`config.mk`:
```
export PLATFORM = sky130hd
export DESIGN_NAME = id_ex_stage_flat
export DESIGN_NICKNAME = d
export VERILOG_FILES = /design/src/rtl/id_ex_stage_if.sv /design/src/rtl/id_ex_stage.sv /design/src/flat_wrapper.sv
export SDC_FILE = /design/constraint.sdc
export NUM_CORES = 1
export LEC_CHECK = 0
export CORE_AREA = 2 2 158 160
export DETAILED_ROUTE_END_ITERATION = 10
export DIE_AREA = 0 0 160 162
export PLACE_DENSITY_LB_ADDON = 0.2
export SLEW_MARGIN = 40
export SYNTH_ARGS = -nofsm -noshare
export SYNTH_HDL_FRONTEND = slang
export SYNTH_SLANG_ARGS = --single-unit
```
`constraint.sdc`:
```
create_clock -name clk -period 3.45 [get_ports clk]
set_input_delay 0.5175 -clock clk [delete_from_list [all_inputs] [get_ports clk]]
set_output_delay 0.5175 -clock clk [all_outputs]
set_load 0.02 [all_outputs]
```
`src/rtl/id_ex_stage_if.sv`:
```
// Signal bundle between decode/hazard logic and the ID/EX pipeline register.
// The stage itself uses the slave view; the core (or a bench) drives the master view.
interface id_ex_stage_if #(
    parameter int XLEN   = 32,
    parameter int REG_AW = 5
);
    logic              valid_d;
    logic [XLEN-1:0]   rd1_d;
    logic [XLEN-1:0]   rd2_d;
    logic [XLEN-1:0]   imm_ext_d;
    logic [XLEN-1:0]   pc_d;
    logic [REG_AW-1:0] rs1_d;
    logic [REG_AW-1:0] rs2_d;
    logic [REG_AW-1:0] rd_d;
    logic              reg_write_d;
    logic              mem_write_d;
    logic              alu_src_d;
    logic              branch_d;
    logic [1:0]        result_src_d;
    logic [2:0]        alu_control_d;
    logic              flush_e;
    logic [REG_AW-1:0] rd_m;
    logic              reg_write_m;
    logic [XLEN-1:0]   alu_result_m;
    logic [REG_AW-1:0] rd_w;
    logic              reg_write_w;
    logic [XLEN-1:0]   result_w;

    logic              stall_fd;
    logic              valid_e;
    logic [XLEN-1:0]   src_a_e;
    logic [XLEN-1:0]   src_b_e;
    logic [XLEN-1:0]   write_data_e;
    logic [2:0]        alu_control_e;
    logic [REG_AW-1:0] rd_e;
    logic [XLEN-1:0]   pc_e;
    logic [XLEN-1:0]   imm_ext_e;
    logic              reg_write_e;
    logic              mem_write_e;
    logic [1:0]        result_src_e;
    logic              branch_e;

    modport master (
        output valid_d, rd1_d, rd2_d, imm_ext_d, pc_d, rs1_d, rs2_d, rd_d,
               reg_write_d, mem_write_d, alu_src_d, branch_d, result_src_d, alu_control_d,
               flush_e, rd_m, reg_write_m, alu_result_m, rd_w, reg_write_w, result_w,
        input  stall_fd, valid_e, src_a_e, src_b_e, write_data_e, alu_control_e, rd_e,
               pc_e, imm_ext_e, reg_write_e, mem_write_e, result_src_e, branch_e
    );

    modport slave (
        input  valid_d, rd1_d, rd2_d, imm_ext_d, pc_d, rs1_d, rs2_d, rd_d,
               reg_write_d, mem_write_d, alu_src_d, branch_d, result_src_d, alu_control_d,
               flush_e, rd_m, reg_write_m, alu_result_m, rd_w, reg_write_w, result_w,
        output stall_fd, valid_e, src_a_e, src_b_e, write_data_e, alu_control_e, rd_e,
               pc_e, imm_ext_e, reg_write_e, mem_write_e, result_src_e, branch_e
    );
endinterface

```
`src/rtl/id_ex_stage.sv`:
```
// ID/EX pipeline register of the RV32I core: MEM/WB operand forwarding,
// load-use stall with bubble insertion, and branch flush; feeds the ALU directly.
module id_ex_stage #(
    parameter int XLEN   = 32,
    parameter int REG_AW = 5
) (
    input  logic         clk,
    input  logic         rst,
    id_ex_stage_if.slave bus
);
    typedef struct packed {
        logic              valid;
        logic [XLEN-1:0]   rd1;
        logic [XLEN-1:0]   rd2;
        logic [XLEN-1:0]   imm_ext;
        logic [XLEN-1:0]   pc;
        logic [REG_AW-1:0] rs1;
        logic [REG_AW-1:0] rs2;
        logic [REG_AW-1:0] rd;
        logic              reg_write;
        logic              mem_write;
        logic              alu_src;
        logic              branch;
        logic [1:0]        result_src;
        logic [2:0]        alu_control;
    } ex_regs_t;

    localparam logic [1:0] RES_LOAD = 2'b01;

    ex_regs_t        ex_q;
    ex_regs_t        ex_d;
    logic            lw_stall;
    logic [XLEN-1:0] fwd_a;
    logic [XLEN-1:0] fwd_b;

    // A load in EX whose destination is read by the instruction in decode.
    always_comb begin
        lw_stall = ex_q.valid && (ex_q.result_src == RES_LOAD) && (ex_q.rd != '0)
                && bus.valid_d && ((ex_q.rd == bus.rs1_d) || (ex_q.rd == bus.rs2_d));
    end

    always_comb begin
        // NOTE: default-assign every field first; the bubble is the all-zero word and no path can infer a latch.
        ex_d = '0;
        if (!bus.flush_e && !lw_stall) begin
            ex_d.valid       = bus.valid_d;
            ex_d.rd1         = bus.rd1_d;
            ex_d.rd2         = bus.rd2_d;
            ex_d.imm_ext     = bus.imm_ext_d;
            ex_d.pc          = bus.pc_d;
            ex_d.rs1         = bus.rs1_d;
            ex_d.rs2         = bus.rs2_d;
            ex_d.rd          = bus.rd_d;
            ex_d.reg_write   = bus.reg_write_d;
            ex_d.mem_write   = bus.mem_write_d;
            ex_d.alu_src     = bus.alu_src_d;
            ex_d.branch      = bus.branch_d;
            ex_d.result_src  = bus.result_src_d;
            ex_d.alu_control = bus.alu_control_d;
        end
    end

    // NOTE: non-blocking assignment for state; the async clear also drops stall_fd mid-stall.
    always_ff @(posedge clk or negedge rst) begin
        if (!rst) begin
            ex_q <= '0;
        end else begin
            ex_q <= ex_d;
        end
    end

    // MEM holds the younger result, so it wins over WB; x0 is never forwarded.
    always_comb begin
        fwd_a = ex_q.rd1;
        if (bus.reg_write_m && (bus.rd_m != '0) && (bus.rd_m == ex_q.rs1)) begin
            fwd_a = bus.alu_result_m;
        end else if (bus.reg_write_w && (bus.rd_w != '0) && (bus.rd_w == ex_q.rs1)) begin
            fwd_a = bus.result_w;
        end

        fwd_b = ex_q.rd2;
        if (bus.reg_write_m && (bus.rd_m != '0) && (bus.rd_m == ex_q.rs2)) begin
            fwd_b = bus.alu_result_m;
        end else if (bus.reg_write_w && (bus.rd_w != '0) && (bus.rd_w == ex_q.rs2)) begin
            fwd_b = bus.result_w;
        end
    end

    assign bus.stall_fd      = lw_stall && !bus.flush_e;
    assign bus.valid_e       = ex_q.valid;
    assign bus.src_a_e       = fwd_a;
    assign bus.src_b_e       = ex_q.alu_src ? ex_q.imm_ext : fwd_b;
    assign bus.write_data_e  = fwd_b;
    assign bus.alu_control_e = ex_q.alu_control;
    assign bus.rd_e          = ex_q.rd;
    assign bus.pc_e          = ex_q.pc;
    assign bus.imm_ext_e     = ex_q.imm_ext;
    assign bus.reg_write_e   = ex_q.reg_write;
    assign bus.mem_write_e   = ex_q.mem_write;
    assign bus.result_src_e  = ex_q.result_src;
    assign bus.branch_e      = ex_q.branch;

endmodule

```
`src/flat_wrapper.sv`:
```
// flat-port wrapper written by rule: the top's interface ports become plain ports
module id_ex_stage_flat 
#(
    parameter int XLEN   = 32,
    parameter int REG_AW = 5
)
  (clk, rst, bus_valid_d, bus_rd1_d, bus_rd2_d, bus_imm_ext_d, bus_pc_d, bus_rs1_d, bus_rs2_d, bus_rd_d, bus_reg_write_d, bus_mem_write_d, bus_alu_src_d, bus_branch_d, bus_result_src_d, bus_alu_control_d, bus_flush_e, bus_rd_m, bus_reg_write_m, bus_alu_result_m, bus_rd_w, bus_reg_write_w, bus_result_w, bus_stall_fd, bus_valid_e, bus_src_a_e, bus_src_b_e, bus_write_data_e, bus_alu_control_e, bus_rd_e, bus_pc_e, bus_imm_ext_e, bus_reg_write_e, bus_mem_write_e, bus_result_src_e, bus_branch_e);
  id_ex_stage_if #(.XLEN(XLEN), .REG_AW(REG_AW)) bus_i ();
  input  logic clk;
  input  logic rst;
  input wire logic [$bits(bus_i.valid_d)-1:0] bus_valid_d;
  input wire logic [$bits(bus_i.rd1_d)-1:0] bus_rd1_d;
  input wire logic [$bits(bus_i.rd2_d)-1:0] bus_rd2_d;
  input wire logic [$bits(bus_i.imm_ext_d)-1:0] bus_imm_ext_d;
  input wire logic [$bits(bus_i.pc_d)-1:0] bus_pc_d;
  input wire logic [$bits(bus_i.rs1_d)-1:0] bus_rs1_d;
  input wire logic [$bits(bus_i.rs2_d)-1:0] bus_rs2_d;
  input wire logic [$bits(bus_i.rd_d)-1:0] bus_rd_d;
  input wire logic [$bits(bus_i.reg_write_d)-1:0] bus_reg_write_d;
  input wire logic [$bits(bus_i.mem_write_d)-1:0] bus_mem_write_d;
  input wire logic [$bits(bus_i.alu_src_d)-1:0] bus_alu_src_d;
  input wire logic [$bits(bus_i.branch_d)-1:0] bus_branch_d;
  input wire logic [$bits(bus_i.result_src_d)-1:0] bus_result_src_d;
  input wire logic [$bits(bus_i.alu_control_d)-1:0] bus_alu_control_d;
  input wire logic [$bits(bus_i.flush_e)-1:0] bus_flush_e;
  input wire logic [$bits(bus_i.rd_m)-1:0] bus_rd_m;
  input wire logic [$bits(bus_i.reg_write_m)-1:0] bus_reg_write_m;
  input wire logic [$bits(bus_i.alu_result_m)-1:0] bus_alu_result_m;
  input wire logic [$bits(bus_i.rd_w)-1:0] bus_rd_w;
  input wire logic [$bits(bus_i.reg_write_w)-1:0] bus_reg_write_w;
  input wire logic [$bits(bus_i.result_w)-1:0] bus_result_w;
  output wire logic [$bits(bus_i.stall_fd)-1:0] bus_stall_fd;
  output wire logic [$bits(bus_i.valid_e)-1:0] bus_valid_e;
  output wire logic [$bits(bus_i.src_a_e)-1:0] bus_src_a_e;
  output wire logic [$bits(bus_i.src_b_e)-1:0] bus_src_b_e;
  output wire logic [$bits(bus_i.write_data_e)-1:0] bus_write_data_e;
  output wire logic [$bits(bus_i.alu_control_e)-1:0] bus_alu_control_e;
  output wire logic [$bits(bus_i.rd_e)-1:0] bus_rd_e;
  output wire logic [$bits(bus_i.pc_e)-1:0] bus_pc_e;
  output wire logic [$bits(bus_i.imm_ext_e)-1:0] bus_imm_ext_e;
  output wire logic [$bits(bus_i.reg_write_e)-1:0] bus_reg_write_e;
  output wire logic [$bits(bus_i.mem_write_e)-1:0] bus_mem_write_e;
  output wire logic [$bits(bus_i.result_src_e)-1:0] bus_result_src_e;
  output wire logic [$bits(bus_i.branch_e)-1:0] bus_branch_e;
  assign bus_i.valid_d = bus_valid_d;
  assign bus_i.rd1_d = bus_rd1_d;
  assign bus_i.rd2_d = bus_rd2_d;
  assign bus_i.imm_ext_d = bus_imm_ext_d;
  assign bus_i.pc_d = bus_pc_d;
  assign bus_i.rs1_d = bus_rs1_d;
  assign bus_i.rs2_d = bus_rs2_d;
  assign bus_i.rd_d = bus_rd_d;
  assign bus_i.reg_write_d = bus_reg_write_d;
  assign bus_i.mem_write_d = bus_mem_write_d;
  assign bus_i.alu_src_d = bus_alu_src_d;
  assign bus_i.branch_d = bus_branch_d;
  assign bus_i.result_src_d = bus_result_src_d;
  assign bus_i.alu_control_d = bus_alu_control_d;
  assign bus_i.flush_e = bus_flush_e;
  assign bus_i.rd_m = bus_rd_m;
  assign bus_i.reg_write_m = bus_reg_write_m;
  assign bus_i.alu_result_m = bus_alu_result_m;
  assign bus_i.rd_w = bus_rd_w;
  assign bus_i.reg_write_w = bus_reg_write_w;
  assign bus_i.result_w = bus_result_w;
  assign bus_stall_fd = bus_i.stall_fd;
  assign bus_valid_e = bus_i.valid_e;
  assign bus_src_a_e = bus_i.src_a_e;
  assign bus_src_b_e = bus_i.src_b_e;
  assign bus_write_data_e = bus_i.write_data_e;
  assign bus_alu_control_e = bus_i.alu_control_e;
  assign bus_rd_e = bus_i.rd_e;
  assign bus_pc_e = bus_i.pc_e;
  assign bus_imm_ext_e = bus_i.imm_ext_e;
  assign bus_reg_write_e = bus_i.reg_write_e;
  assign bus_mem_write_e = bus_i.mem_write_e;
  assign bus_result_src_e = bus_i.result_src_e;
  assign bus_branch_e = bus_i.branch_e;
  id_ex_stage #(.XLEN(XLEN), .REG_AW(REG_AW)) u_core (.clk(clk), .rst(rst), .bus(bus_i));
endmodule
```
==> results of run 1 <==
power groups by stage:
stage	Clock [mW]	Combinational (mW)	Sequential [mW]
global placement	0	1.17	1.97
finish	1.79	1.13	1.93
global route	1.93	1.21	1.94
floorplan	0	0.557	1.95
detailed placement	0	1.19	1.97
CTS	1.85	1.14	1.93
cells by family (layout without fill, tap and decap cells):
family	Yosys count	in the layout	share of synthesized area [%]
simple gates	303	303	19.0
buf+inv	167	513	12.3
compound gates	135	135	15.6
other cells	0	1	0
mux	32	32	3.88
flops	153	153	46.4
xor+xnor	27	27	2.86
cell usage in the layout, fill, tap and decap left out, types with 12 or more instances in the layout:
cell / n
inv_1: 35
o31ai_2: 30
a211oi_2: 29
clkdlybuf4s50_1: 309
xnor2_1: 19
nor2_1: 98
buf_4: 24
nand2_1: 36
mux2i_1: 32
clkbuf_16: 17
dlygate4sd2_1: 77
and2_1: 153
a21oi_1: 33
buf_12: 12
dlymetal6s2s_1: 16
a41oi_1: 32
dfrtp_1: 152
layout make-up:
cell class,instances,area share [%]
inverter,36,1.05
sequential,153,29.8
tap,324,3.15
clock buffer,18,3.33
multi-input combinational,497,27.1
antenna,1,0.0194
timing repair buffer,445,34.7
clock inverter,14,0.971
layer usage:
metal / part of all wire [%] / vias up / track usage, %
li1: - / 3308 / -
met1: 42 / 3208 / 25.2
met2: 50 / 252 / 35.6
met3: 7.2 / 20 / 6.66
met4: 1.2 / 2 / 5.04
met5: 0.048 / - / 0
cells in the mapped netlist:
cell	count
a211oi_1	2
a211oi_2	30
a21oi_1	33
a21oi_2	1
a221oi_2	2
a41oi_1	32
and2_1	153
and4_1	2
buf_1	1
buf_12	3
buf_2	14
buf_4	84
buf_6	1
clkbuf_1	28
dfrtp_1	153
inv_1	35
inv_2	1
mux2i_1	32
nand2_1	37
nand3_1	3
nand4_1	1
nand4b_1	1
nor2_1	98
nor2_2	1
nor3_1	2
nor4_1	2
o21ai_1	1
o221a_2	1
o22ai_1	1
o31ai_1	2
o31ai_2	30
or3_1	1
or4_1	1
or4_4	1
xnor2_1	19
xor2_1	8
state kept, by name, indices dropped and copies added, names as in the netlist:
signal,count
u_core.bus.result_src_e,2
u_core.bus.alu_control_e,3
u_core.bus.rd_e,5
u_core.bus.mem_write_e,1
u_core.bus.pc_e,32
u_core.bus.valid_e,1
u_core.ex_q,75
u_core.bus.reg_write_e,1
u_core.bus.branch_e,1
u_core.bus.imm_ext_e,32
timing repair:
action                     in CTS  in global routing
setup endpoints to repair      81                 20
buffers inserted                0                  2
gates resized for setup        82                 24
how the worst min path moves through the flow:
stage / start / endpoint / slack (ns) / depth (start not counted)
2_1_floorplan: rst / u_core.bus.alu_control_e[0]$_DFF_PN0_ / 0.22 / 0
3_3_place_gp: rst / u_core.bus.rd_e[0]$_DFF_PN0_ / 0.52 / 1
3_5_place_dp: rst / u_core.bus.rd_e[0]$_DFF_PN0_ / 0.52 / 1
4_1_cts: rst / u_core.bus.rd_e[0]$_DFF_PN0_ / 0.06 / 1
5_1_grt: rst / u_core.bus.rd_e[0]$_DFF_PN0_ / 0.05 / 1
6_report: rst / u_core.bus.rd_e[0]$_DFF_PN0_ / 0.02 / 1
stage by stage:
step           setup WS, ns  cells  setup TNS [ns]
2_1_floorplan         0.921    817               0
3_3_place_gp         -0.218   1452           -7.75
3_5_place_dp         -0.236   1453           -8.66
4_1_cts             0.00720   1485               0
5_1_grt             0.00412   1488               0
6_report              0.113   1488               0
worst max-delay path, delay by kind of cell:
kind / cells / cell delay [ns]
compound gates: 3 / 0.72
buf+inv: 4 / 1.22
simple gates: 1 / 0.34
==> results.md, run 1 <==
* CP Max Fanout at 13
* Area occupied by multi-input gates at 3490 µm²
* Starting Density at approximately a third
* Final Hold Violating Endpoints at 0
* CTS H-tree depth at 4
* Reg clk slew, reported paths at 0.07 ns
* Core ar. at roughly 24,000 µm²
* Period Utilization, post-route at roughly 97%
* Initial drt markers at 308
* Post-synthesis sequential area ratio at 46.4%
* Drc violations at 0
* Reg2Reg Depth at 6
* RR Endpoint: u_core.ex_q[97]$_DFF_PN0_
* RSZ-0062 raised after global routing: no
* Clk_skew at between 0.015 and 0.02 ns
* Clk_lat worst skew at 0.42 ns
* Max-Cap Viols at 0
* Worst path cell trace: clkdlybuf4s50_1 -> buf_4 -> a221oi_4 -> and4_4 -> buf_12 -> a211oi_2 -> o31ai_2 -> dlygate4sd2_1
* First-pass GRT wire length at a little over 40,000 µm
* Vias in the first global route at 6,908
* Final Core Density at 53.4%
* R2R setup slack at between 1 and 1.5 ns
* Share of cells above drive strength 1 at 12.8%
* Total power at approximately 4.9 mW
* Syn-to-layout area delta at 56.1%
* Initial antenna violation count at 3
* Seq cells post-synth at 153
* Slowest CP cell: clkdlybuf4s50_1
* HPWL after DPL at 20,800 µm
* Largest area contributor in the netlist: dfrtp_1
* Net Count, Synth at about 1.0k
* PwrDens at 377 nW/µm²
* First-pass detailed-route iteration total at 4
* Synthesized area at roughly 8300 µm²
* Routed vias/inst at roughly 4.6
* Run status: finished clean
* Setup crit end kind: output pin
* Nets at 1,382
* Final WL at 27,100 µm
* R2R Path Start: u_core.bus.rd_e[0]$_DFF_PN0_
* Sequential Area at 3830 µm²
* Io pins at 407
* Max-slew violation count at 0
* Crit Path Category: input port to output pin
* Crit start category: input port
* Worst relative slew slack at 58.4%
* Tmin final at 3.34 ns
* Hold-fix buffers at CTS at 0
* Largest net degree at the start of global routing at 84
* Total gr overflow at 0
* Ys Warns at 0
* Register share of total power at between 30% and 40%
* Fillcell total at approximately 2.3k
* Clock network fraction of design power at 36.9%
* Global placer's final weighted congestion at 0.835
* Mean Syn Cell Area at 10.1 µm²
* DIE WIDTH at 160 µm
* Die Area at 25,900 µm²
* CTS Buffer Depth at 2
* Port buffer count at 406
* Die Y at 162 µm
* Critical path launch point: bus_rd_w[2]
* TritonCTS clock tree: built
* TritonCTS buffer count at 17
* DRT antenna net count at 0
* Hold Slack at 0.0224 ns
* Critical path capture point: bus_src_b_e[10]
* Num Clock Sinks at roughly 150
* Area after DPL at roughly 12,000 µm²
* Pleak at 5.74 nW
* NetSw at 1.38 mW
* Max VDD drop at 0.280 mV
* Number of library cell types mapped by synthesis at 36
* Net Sw Frac at 28.5%
* Total global-route track usage at 20.7%
* # rows at 57
* CP required at a little under 3 ns
* Post-route cell area at 12,900 µm²
* Via count at 6,790
* CP max stage delay at around 0.5 ns
* # setup viols final at 0
* Wire length per cell at roughly 18 µm
* Share of the synthesized area in the top cell type at 46.4%
* Worst Max-Slew Pin Slew at 0.623 ns
* CP arrival at 2.82 ns
* Syn Inst Count at 817
* Pint at roughly 3.5 mW
* Clock root cell: clkbuf_16
* Top area cells in the synthesized netlist: dfrtp_1 (46%), and2_1 (12%), buf_4 (7.6%)
* HP Class: input port to async pin
* Fmax at 300 MHz
* Combinational power share at between 20 and 25%
Note: power is estimated with default switching activity, not from simulation.
==> run 2: changes to the inputs <==
GPL_TIMING_DRIVEN = 1   (was not set)
PLACE_DENSITY = 0.7   (was not set)
PLACE_DENSITY_LB_ADDON = not set   (was 0.2)
SKIP_CTS_REPAIR_TIMING = 1   (was not set)
==> run 2 against run 1 <==
Net effect:
- the run now ends with setup timing left
- first-iteration DRC count rose by 15%
- critical path depth is 1 higher
- cell count increased by 0.40%
- sequential cell count stayed put
- clock skew down 0.0032 ns
- sequential share of layout area shrank 0.78 points
- setup slack lost 0.33 ns
- clock-buffer cell count stayed put
==> results.md, run 2 (synthesis results as in run 1) <==
* DRT antenna net count at 0 (unchanged)
* Net Sw Frac at 29.3% (+0.81 points)
* Total power at 4.95 mW (+2.0%)
* Max-slew violation count at 0 (unchanged)
* PwrDens at 374 nW/µm² (-0.69%)
* Clk_skew at 0.0132 ns (-0.00317 ns)
* Tmin final at 3.66 ns (+0.327 ns)
* Core ar. at 24,100 µm² (unchanged)
* Commonest non-fill, non-tap cell in the layout: clkdlybuf4s50_1
* Total global-route track usage at 21.6% (+0.90 points)
* HPWL after DPL at 21,400 µm (+2.8%)
* Crit Path Category: input port to output pin
* CP arrival at 3.15 ns (+0.33 ns)
* Total gr overflow at 0 (unchanged)
* Vias in the first global route at 7,411 (+7.3%)
* RR Endpoint: u_core.bus.imm_ext_e[18]$_DFF_PN0_
* HP Class: input port to async pin
* Via count at 6,941 (+2.2%)
* Final Hold Violating Endpoints at 0 (unchanged)
* Share of cells above drive strength 1 at 13.3% (+0.52 points)
* Post-route cell area at 13,200 µm² (+2.7%)
* NetSw at 1.45 mW (+4.9%)
* CP required at 2.93 ns (about the same)
* Reg with most FFs: u_core.ex_q
* Routed vias/inst at 4.65 (+1.8%)
* Starting Density at 34.2% (unchanged)
* Max-Cap Viols at 0 (unchanged)
* Final non-filler cell total at 1,494 (+0.40%)
* CTS H-tree depth at 4 (unchanged)
* Num Clock Sinks at 153 (unchanged)
* Largest net degree at the start of global routing at 103 (+23%)
* R2R setup slack at 1.38 ns (+0.09 ns)
* First-pass detailed-route iteration total at 7 (+3)
* Nets at 1,389 (+0.51%)
* TritonCTS buffer count at 17 (unchanged)
* Period Utilization, post-route at 106% (+9.5 points)
* Run status: complete, but fails checks
* Fmax at 273 MHz (-8.9%)
* Drc violations at 0 (unchanged)
* Die Area at 25,900 µm² (unchanged)
* Setup_tns at -1.51 ns (-1.51 ns)
* First-pass GRT wire length at 42,800 µm (+4.6%)
* # setup viols final at 22 (+22)
* Pleak at 6.35 nW (+11%)
* Worst path cell trace: clkdlybuf4s50_1 -> or4_4 -> nor2_2 -> or3_2 -> buf_12 -> nor2_1 -> buf_4 -> nor2_1 -> clkdlybuf4s50_1
* Reg2Reg Depth at 7 (+1)
* Slowest CP cell: clkdlybuf4s50_1
* Post-route setup slack at -0.214 ns (-0.327 ns)
* Port buffer count at 406 (unchanged)
* Clock root cell: clkbuf_16
* Clock network fraction of design power at 36.9% (about the same)
* Clk_lat worst skew at 0.43 ns (about the same)
* CP Max Fanout at 19 (+6)
* Die Y at 162 µm (unchanged)
* DIE WIDTH at 160 µm (unchanged)
* Violated checks: setup timing
* Register share of total power at 39.1% (-0.8 points)
* Syn-to-layout area delta at 60.2%
* Initial antenna violation count at 0 (-3)
* Max reg flops at 75 (unchanged)
* Worst slack, placed at -0.226 ns (+0.0105 ns)
* Crit start category: input port
* Most frequent cells in the layout: clkdlybuf4s50_1 (331), and2_1 (153), dfrtp_1 (152)
* Final Core Density at 54.9% (+1.4 points)
* Global placer's final weighted congestion at 0.897 (+7.4%)
* Placed insts at 1,459 (+0.41%)
* Antenna diodes at 0 (-1)
* Wire length per cell at 18.9 µm (+3.7%)
* # rows at 57 (unchanged)
* R2R Path Start: u_core.bus.rd_e[0]$_DFF_PN0_
* TritonCTS clock tree: built
* Worst Max-Slew Pin Slew at 0.715 ns (+0.0926 ns)
* Hold Slack at 0.0958 ns (+0.0735 ns)
* Initial drt markers at 355 (+15%)
* Combinational power share at 24.0% (+0.8 points)
* Area after DPL at 12,400 µm² (+0.81%)
* Pint at 3.50 mW (+0.82%)
* Io pins at 407 (unchanged)
* CTS Buffer Depth at 2 (unchanged)
* RSZ-0062 raised after global routing: yes
* Reg clk slew, reported paths at 0.07 ns (about the same)
* Setup crit end kind: output pin
* CP max stage delay at 0.65 ns (+0.16 ns)
* Max VDD drop at 0.275 mV (-2.0%)
* Worst relative slew slack at 52.3% (-6.1 points)
* Final WL at 28,200 µm (+4.1%)
-- run 2: cell count changes in the layout (fill, tap and decap cells not counted), sizes merged --
| cell | delta |
|---|---|
| diode | -1 |
| dlygate4sd2 | -77 |
| bufinv | -1 |
| clkdlybuf4s15 | -1 |
| clkinvlp | -1 |
| dlymetal6s2s | +57 |
| inv | +8 |
| clkdlybuf4s50 | +22 |
| buf | +6 |
| clkinv | -6 |
-- run 2: critical path, delay by kind of cell --
kind,cells,cell delay [ns]
buffers and inverters,4,1.46
AND/OR/NAND/NOR,5,1.17
-- run 2: cell type report --
cell class                 count  area [µm²]
clock inverter                14         126
timing repair buffer         452        4810
tap                          324         405
inverter                      36         135
fill                        2161       10900
multi-input combinational    497        3470
sequential                   153        3830
clock buffer                  18         439
-- run 2: worst max path at each step --
stage,start,endpoint,slack (ns)
finish,bus_rd_m[0],bus_write_data_e[10],-0.21
global route,bus_rd_w[0],bus_write_data_e[10],-0.28
CTS,bus_rd_m[0],bus_write_data_e[10],-0.23
detailed placement,bus_rd_m[0],bus_write_data_e[10],-0.23
global placement,bus_rd_w[1],bus_write_data_e[10],-0.21
floorplan,bus_rd_w[3],bus_src_b_e[0],0.92
-- run 2: per-layer routing --
metal  vias up  wire, µm  global-route usage (%)
met3        30      2060                    6.23
li1       3324         -                       -
met1      3295     11000                    24.0
met2       292     14600                    39.9
met4         0       519                    6.39
met5         -         0                       0
-- run 2: power groups by stage --
stage                     sequential (mW)  clock (mW)  combinational [mW]
after global routing                 1.94        1.98                1.27
after global placement               1.97           0                1.17
after floorplan                      1.95           0               0.557
final                                1.93        1.83                1.19
after CTS                            1.93        1.89                1.20
after detailed placement             1.97           0                1.20
==> run 3: changes to the inputs <==
SLEW_MARGIN = 20   (was 40)
==> run 3 against run 2 <==
Net effect:
- cell area fell by 0.14%
- highest routed layer unchanged
- critical path depth did not move
- sequential power is essentially flat
- the run still ends with setup timing left
- fmax up 2.1%
- critical path type unchanged
- largest cell class unchanged
- wire length shrank 0.56%
- critical endpoint is now bus_src_b_e[31]
==> results.md, run 3 (synthesis results as in run 1) <==
* Run status: complete, but fails checks
* Violated checks: setup timing
* Largest net degree at the start of global routing at 103 (unchanged)
* Die Area at 25,900 µm² (unchanged)
* # rows at 57 (unchanged)
* # setup viols final at 1 (-95%)
* Drc violations at 0 (unchanged)
* Die Y at 162 µm (unchanged)
* HP Class: input port to async pin
* Core ar. at 24,100 µm² (unchanged)
* Crit start category: input port
* Num Clock Sinks at 153 (unchanged)
* Worst Max-Slew Pin Slew at 0.984 ns (+0.269 ns)
* Reg with most FFs: u_core.ex_q
* Hold Slack at 0.0881 ns (-0.00777 ns)
* Clock root cell: clkbuf_16
* NetSw at 1.44 mW (-0.47%)
* Period Utilization, post-route at 104% (-2.2 points)
* Vias in the first global route at 7,423 (+0.16%)
* Clock network fraction of design power at 36.9% (about the same)
* Max reg flops at 75 (unchanged)
* Total gr overflow at 0 (unchanged)
* Reg2Reg Depth at 6 (-1)
* Max VDD drop at 0.275 mV (about the same)
* CP arrival at 3.07 ns (-0.08 ns)
* Tmin final at 3.59 ns (-0.0746 ns)
* TritonCTS clock tree: built
* Register share of total power at 39.4% (+0.3 points)
* Max-Cap Viols at 0 (unchanged)
* Port buffer count at 406 (unchanged)
* DIE WIDTH at 160 µm (unchanged)
* Syn-to-layout area delta at 60.0%
* TritonCTS buffer count at 17 (unchanged)
* CTS Buffer Depth at 2 (unchanged)
* Total power at 4.93 mW (-0.39%)
* Pleak at 6.59 nW (+3.7%)
* Initial drt markers at 322 (-9.3%)
* Wire length per cell at 18.8 µm (-0.22%)
* Final Hold Violating Endpoints at 0 (unchanged)
* Worst slack, placed at -0.228 ns (-0.00223 ns)
* CP max stage delay at 0.65 ns (about the same)
* Slowest CP cell: clkdlybuf4s50_1
* Fmax at 279 MHz (+2.1%)
* First-pass GRT wire length at 42,400 µm (-0.92%)
* Routed vias/inst at 4.68 (+0.80%)
* CP Max Fanout at 14 (-5)
* Post-route cell area at 13,200 µm² (-0.14%)
* Most frequent cells in the layout: clkdlybuf4s50_1 (312), and2_1 (153), dfrtp_1 (152)
* Area after DPL at 12,400 µm² (-0.40%)
* CTS H-tree depth at 4 (unchanged)
* Worst relative slew slack at 34.3% (-18 points)
* Share of cells above drive strength 1 at 12.8% (-0.53 points)
* Clk_lat worst skew at 0.43 ns (about the same)
* Setup crit end kind: output pin
* Reg clk slew, reported paths at 0.07 ns (about the same)
* Final Core Density at 54.8% (-0.078 points)
* Final WL at 28,000 µm (-0.56%)
* Via count at 6,973 (+0.46%)
* Starting Density at 34.2% (unchanged)
* Initial antenna violation count at 1 (+1)
* Pint at 3.49 mW (-0.36%)
* Crit Path Category: input port to output pin
* Worst path cell trace: clkdlybuf4s50_1 -> nor4_1 -> nand2_2 -> buf_4 -> a41oi_1 -> a211oi_1 -> buf_4 -> o31ai_1 -> clkdlybuf4s50_1
* Post-route setup slack at -0.139 ns (+0.0746 ns)
* First-pass detailed-route iteration total at 5 (-2)
* HPWL after DPL at 21,100 µm (-1.3%)
* Io pins at 407 (unchanged)
* RSZ-0062 raised after global routing: yes
* DRT antenna net count at 0 (unchanged)
* Fillcell total at 2,166 (+0.23%)
* CP required at 2.93 ns (about the same)
* Commonest non-fill, non-tap cell in the layout: clkdlybuf4s50_1
* Max-slew violation count at 0 (unchanged)
* Combinational power share at 23.7% (-0.3 points)
* Net Sw Frac at 29.3% (about the same)
* PwrDens at 373 nW/µm² (-0.25%)
* Clk_skew at 0.0175 ns (+0.00427 ns)
* Total global-route track usage at 21.4% (-0.17 points)
* Nets at 1,383 (-0.43%)
* Global placer's final weighted congestion at 0.897 (unchanged)
## run 3: changes by cell type in the layout (fill, tap and decap cells not counted)
cell / before / now
clkdlybuf4s50_1: 331 / 312
dlymetal6s2s_1: 73 / 92
buf_4: 28 / 25
buf_8: 3 / 0
a211oi_2: 30 / 29
a211oi_4: 1 / 2
and4_2: 0 / 1
and4_4: 2 / 1
diode_2: 0 / 1
xor2_1: 7 / 8
xor2_2: 1 / 0
## run 3: power by group through the flow
stage | registers [mW] | clock network (mW) | logic (mW)
finish | 1.94 | 1.82 | 1.17
floorplan | 1.95 | 0 | 0.557
global route | 1.95 | 1.97 | 1.25
global placement | 1.97 | 0 | 1.17
CTS | 1.94 | 1.88 | 1.19
detailed placement | 1.98 | 0 | 1.18
## run 3: per-layer routing
| metal | track usage [%] | vias to the layer above | share of wire [%] |
|---|---|---|---|
| met5 | 0 | - | 0 |
| met4 | 5.73 | 0 | 1.8 |
| li1 | - | 3306 | - |
| met1 | 23.9 | 3345 | 39 |
| met3 | 6.41 | 27 | 7.5 |
| met2 | 39.6 | 295 | 52 |
## run 3: area by class of cell
| type | instances | area, µm² | share of cell area [%] |
|---|---|---|---|
| antenna | 1 | 2.50 | 0.0189 |
| clock inverter | 14 | 126 | 0.957 |
| tap | 324 | 405 | 3.07 |
| sequential | 153 | 3830 | 29.0 |
| multi-input combinational | 497 | 3470 | 26.3 |
| clock buffer | 18 | 439 | 3.33 |
| timing repair buffer | 446 | 4790 | 36.3 |
| inverter | 36 | 135 | 1.02 |
## run 3: worst paths after layout
kind / from / end / slack, ns
setup / recovery: bus_rd_w[0] / bus_src_b_e[31] / -0.14
min in group clk: bus_alu_src_d / u_core.ex_q[6]$_DFF_PN0_ / 0.63
setup reg to reg: u_core.bus.rd_e[0]$_DFF_PN0_ / u_core.bus.imm_ext_e[11]$_DFF_PN0_ / 1.08
max in group asynchronous: rst / u_core.ex_q[107]$_DFF_PN0_ / 2.46
hold reg to reg: u_core.bus.result_src_e[0]$_DFF_PN0_ / u_core.ex_q[6]$_DFF_PN0_ / 1.30
hold / removal: rst / u_core.ex_q[6]$_DFF_PN0_ / 0.09
## run 3: critical path, delay by kind of cell
family / cells / cell delay [ns]
buffers and inverters: 4 / 1.50
and+or+nand+nor: 2 / 0.53
AOI/OAI and AO/OA: 3 / 0.52
## run 3: metrics by stage
stage               std cells  setup TNS [ns]
floorplan                 817               0
global placement         1456           -8.55
detailed placement       1456          -10.06
CTS                      1488          -10.52
global route             1489          -0.362
finish                   1489          -0.139
